**src/rtl/monitor_rachas_less3b_pkg.sv**
```systemverilog
// Shared types and helpers for the less-than-3 comparator run monitor.
package monitor_rachas_less3b_pkg;

  typedef enum logic [1:0] {
    IDLE  = 2'd0,
    RUN   = 2'd1,
    ALARM = 2'd2
  } state_t;

  localparam logic [2:0] LESS3_THRESH = 3'b010;

  // Reference value the comparator should produce for a given ABC.
  function automatic logic expected_f(input logic [2:0] abc);
    return (abc <= LESS3_THRESH);
  endfunction

endpackage

```
**src/rtl/monitor_rachas_less3b_contador_sat.sv**
```systemverilog
// Saturating up-counter with synchronous reset and a registered full flag.
module contador_sat #(
  parameter int unsigned W = 8
) (
  input  logic         clk,
  input  logic         rst,
  input  logic         en,
  output logic [W-1:0] cnt,
  output logic         full
);

  logic [W-1:0] cnt_inc;

  assign cnt_inc = cnt + W'(1);

  // full rises on the same edge that loads the all-ones value
  always_ff @(posedge clk) begin
    if (rst) begin
      cnt  <= '0;
      full <= 1'b0;
    end else if (en && !full) begin
      cnt  <= cnt_inc;
      full <= &cnt_inc;
    end
  end

endmodule

```
**src/rtl/monitor_rachas_less3b.sv**
```systemverilog
// Statistics, run-length alarm and in-circuit checker for the 3-bit less-than-3 comparator.
module monitor_rachas_less3b
  import monitor_rachas_less3b_pkg::*;
#(
  parameter int unsigned RUN_LEN = 4,
  parameter int unsigned CNT_W   = 8
) (
  input  logic             clk,
  input  logic             rst,
  input  logic             valid_in,
  input  logic [2:0]       ABC,
  input  logic             F,
  output logic [CNT_W-1:0] total_cnt,
  output logic [CNT_W-1:0] hit_cnt,
  output logic [2:0]       run_cnt,
  output logic             alarm,
  output logic             mismatch,
  output logic             sat
);

  localparam logic [2:0] RUN_LEN_3 = 3'(RUN_LEN);

  state_t     state;
  logic [2:0] run_inc;
  logic       hit_full;

  assign run_inc = run_cnt + 3'd1;

  contador_sat #(.W(CNT_W)) u_total (
    .clk  (clk),
    .rst  (rst),
    .en   (valid_in),
    .cnt  (total_cnt),
    .full (sat)
  );

  contador_sat #(.W(CNT_W)) u_hit (
    .clk  (clk),
    .rst  (rst),
    .en   (valid_in && F && !hit_full),
    .cnt  (hit_cnt),
    .full (hit_full)
  );

  // Run tracking FSM; the received F drives it even when it disagrees with ABC
  always_ff @(posedge clk) begin
    if (rst) begin
      state    <= IDLE;
      run_cnt  <= 3'd0;
      alarm    <= 1'b0;
      mismatch <= 1'b0;
    end else if (valid_in) begin
      if (F != expected_f(ABC)) begin
        mismatch <= 1'b1;
      end
      case (state)
        IDLE: begin
          if (F) begin
            run_cnt <= 3'd1;
            if (RUN_LEN_3 == 3'd1) begin
              state <= ALARM;
              alarm <= 1'b1;
            end else begin
              state <= RUN;
            end
          end
        end
        RUN: begin
          if (F) begin
            run_cnt <= run_inc;
            if (run_inc == RUN_LEN_3) begin
              state <= ALARM;
              alarm <= 1'b1;
            end
          end else begin
            run_cnt <= 3'd0;
            state   <= IDLE;
          end
        end
        ALARM: begin
          if (!F) begin
            run_cnt <= 3'd0;
            state   <= IDLE;
            alarm   <= 1'b0;
          end
        end
        default: begin
          run_cnt <= 3'd0;
          state   <= IDLE;
          alarm   <= 1'b0;
        end
      endcase
    end
  end

endmodule
```
**config.mk**
```make
export PLATFORM = sky130hd
export DESIGN_NAME = monitor_rachas_less3b
export DESIGN_NICKNAME = d
export VERILOG_FILES = /design/src/rtl/monitor_rachas_less3b_pkg.sv /design/src/rtl/monitor_rachas_less3b_contador_sat.sv /design/src/rtl/monitor_rachas_less3b.sv
export SDC_FILE = /design/constraint.sdc
export NUM_CORES = 1
export LEC_CHECK = 0
export ABC_AREA = 1
export CAP_MARGIN = 0
export CORE_AREA = 2 2 55 57
export CTS_BUF_LIST = sky130_fd_sc_hd__clkbuf_4
export CTS_CLUSTER_SIZE = 16
export DETAILED_ROUTE_END_ITERATION = 8
export DIE_AREA = 0 0 57 59
export PLACE_DENSITY = 0.79
export SLEW_MARGIN = 40
export SYNTH_ARGS = -nofsm -noshare
export SYNTH_HDL_FRONTEND = slang
export SYNTH_SLANG_ARGS = --single-unit
```
**constraint.sdc**
```tcl
create_clock -name clk -period 1.8 [get_ports clk]
set_clock_uncertainty 0.2 [all_clocks]
set_input_delay 0.18 -clock clk [delete_from_list [all_inputs] [get_ports clk]]
set_output_delay 0.18 -clock clk [all_outputs]
set_load 0.005 [all_outputs]
```
==> impl_metrics.json, run 1 <==
{
  "fin_crit_ns": 1.76,
  "max-clock-path-buffers": 2,
  "cp.depth": 1,
  "hold_viol": 0,
  "critPathKind": "flop to output port",
  "yosysTopAreaCellShare_pct": 36.0,
  "grt.total_usage_pct": 19.7,
  "run_status": "finished clean",
  "post_cts_resized": 0,
  "initial_core_util_pct": 51.3,
  "syn_nets": 226,
  "max_freq_mhz": 568,
  "power.density_mw_per_mm2": 619,
  "grt_pass1_vias": 1281,
  "clk_pin_slew_ns": 0.14,
  "cp.buffers_inverters": 1,
  "worstHoldPathType": "flop to flop",
  "drive_gt1_share_pct": 6.88,
  "h-tree-depth": 1,
  "p_leak_nw": 0.805,
  "worst_slew_pin_slew_ns": 0.285,
  "clock-sinks": 25,
  "antenna_left": 0,
  "max_slew_margin_pct": 80.9,
  "critPathMaxStageDelay_ns": 0.56,
  "setup_slack_ns": 0.0395,
  "yosysTopAreaCell": "dfxtp_1",
  "cts_tree": "yes",
  "io_pins": 29,
  "cpLargestDelayFamily": "buffers and inverters",
  "critPathMaxFanout": 8,
  "finalSetupViolations": 0,
  "cp-start-kind": "flop",
  "rsz0062_at_grt": "no",
  "grt_max_degree": 17,
  "io_buffer_count": 28,
  "numCtsBuffers": 3,
  "place_hpwl_um": 2290,
  "viasPerCell": 5.08,
  "cp_slowest_cell": "clkdlybuf4s50_1",
  "ys_warn_count": 0,
  "cts_root_buf": "clkbuf_4",
  "clock_latency_ns": 0.32,
  "holdPathStages": 2,
  "finalWeightedCongestion": 0.803,
  "die_area_mm2": 0.00336,
  "netlist_instances": 213,
  "finalSetupTns_ns": 0,
  "antenna_found_initial": 0,
  "grt_first_pass_wirelength_um": 5260,
  "routed_wl_um": 2980,
  "worst_ep_required_time_ns": 1.42,
  "route.detailed.drc": 0,
  "seq_area_frac_synth_pct": 36.0,
  "hold_buffers": 0,
  "die_w_um": 57,
  "cap_violations": 0,
  "synthToLayoutAreaGrowth_pct": 27.0,
  "core_area_mm2": 0.00271,
  "r2r_cells": 8,
  "syn_area_per_cell_um2": 6.53,
  "cp_cell_sequence": "clkdlybuf4s50_1",
  "netlist_area_mm2": 0.00139,
  "cts_setup_buffers": 0,
  "wl_per_cell_um": 10.7,
  "arrival_ns": 1.38,
  "nNetsFinal": 261,
  "first_pass_iters": 4,
  "cp-end-kind": "output port",
  "placementRows": 19,
  "grt_overflow": 0,
  "ys_types": 24,
  "slew_violations": 0,
  "vdd_drop_max_mv": 0.548,
  "vias": 1413,
  "dpl_worst_slack_ns": 0.00958,
  "die_h_um": 59,
  "period_share_pct": 97.8,
  "synth_area_leaders": "dfxtp_1, nand2_1, inv_1",
  "diodes": 0,
  "ys_seq_elements": 25,
  "initialDrtViolationCount": 36
}
==> report_power, final <==
part / leakage (nW) / internal [mW] / switching, mW
registers: 0.205 / 0.586 / 0.0325
logic: 0.581 / 0.113 / 0.110
clock network: 0.0177 / 0.0833 / 0.168
==> flip-flops by register name, indices dropped and copies added (netlist names) <==
name and flops:
mismatch 1, u_total.cnt 8, state 2, alarm 1, u_hit.cnt 8, run_cnt 3
u_total.full 1, u_hit.full 1
==> final cells by class <==
type	count	area, um^2
Timing Repair Buffer	34	325
Tap cell	31	38.8
Clock buffer	3	22.5
Multi-Input combinational cell	144	723
Sequential cell	25	500
Clock inverter	1	5.00
Inverter	40	150
Fill cell	272	945
==> stage by stage <==
stage | instance area [um^2] | util, % | power [mW] | instances | hold slack (ns)
floorplan | 1390 | - | 0.742 | 213 | 0.175
global placement | 1740 | 64.1 | 0.848 | 274 | 0.256
detailed placement | 1740 | 64.1 | 0.854 | 274 | 0.262
CTS | 1770 | 65.1 | 1.11 | 278 | 0.280
global route | 1770 | 65.1 | 1.16 | 278 | 0.314
finish | 1770 | 65.1 | 1.09 | 278 | 0.274
==> final timing paths <==
check	start	slack, ns	end
worst max-delay path	u_hit.cnt[2]	0.04	hit_cnt[2]
worst min-delay path	alarm	0.27	alarm
worst max register to register	u_hit.cnt[0]	0.18	u_hit.full
worst min register to register	alarm	0.27	alarm
==> synthesized netlist by cell type, drive strengths merged <==
cell / number
a21boi: 1
a21oi: 23
buf: 1
clkbuf: 3
clkinv: 1
dfxtp: 25
ha: 6
inv: 39
nand2: 46
nand3: 17
nand4: 4
nor2: 19
nor3: 3
o211ai: 1
o21a: 1
o21ai: 20
o21bai: 2
or2: 1
==> routing by layer <==
metal / up-vias / track usage [%] / wire (um)
li1: 752 / - / -
met3: 4 / 1.97 / 88
met1: 634 / 23.6 / 1440
met4: 0 / 9.30 / 55
met2: 23 / 35.6 / 1400
met5: - / 0 / 0
==> kinds of logic (layout without fill, tap and decap cells) <==
group	after synthesis	after routing	share of synthesized area, %
AND/OR/NAND/NOR	90	90	28.4
adder cells (fa/ha/maj)	6	6	5.40
AO/OA/AOI/OAI	48	48	18.2
flip-flops	25	25	36.0
buffers and inverters	44	78	12.0
==> cells in the final DEF, fill, tap and decap left out <==
cell,count
o21ai_0,19
o21bai_1,2
inv_1,38
or2_2,1
nand2_1,45
nand3_1,17
nor2_1,16
nor2_4,1
buf_4,6
clkinv_1,1
nor2_2,2
clkdlybuf4s50_1,28
a21oi_1,23
nand4_1,4
ha_1,6
nor3_2,1
inv_2,1
nor3_1,2
o211ai_1,1
nand2_2,1
o21a_1,1
clkinv_2,1
dfxtp_1,25
a21boi_1,1
clkbuf_4,3
o21ai_1,1
(Power assumes the default switching activity.)
==> run 2: changes to the inputs <==
--- a/config.mk
+++ b/config.mk
@@ -6,7 +6,6 @@
 export NUM_CORES = 1
 export LEC_CHECK = 0
 export ABC_AREA = 1
-export CAP_MARGIN = 0
 export CORE_AREA = 2 2 55 57
 export CTS_BUF_LIST = sky130_fd_sc_hd__clkbuf_4
 export CTS_CLUSTER_SIZE = 16
==> results of run 2 <==
The final DEF is identical to that of run 1; final timing and power are the same.
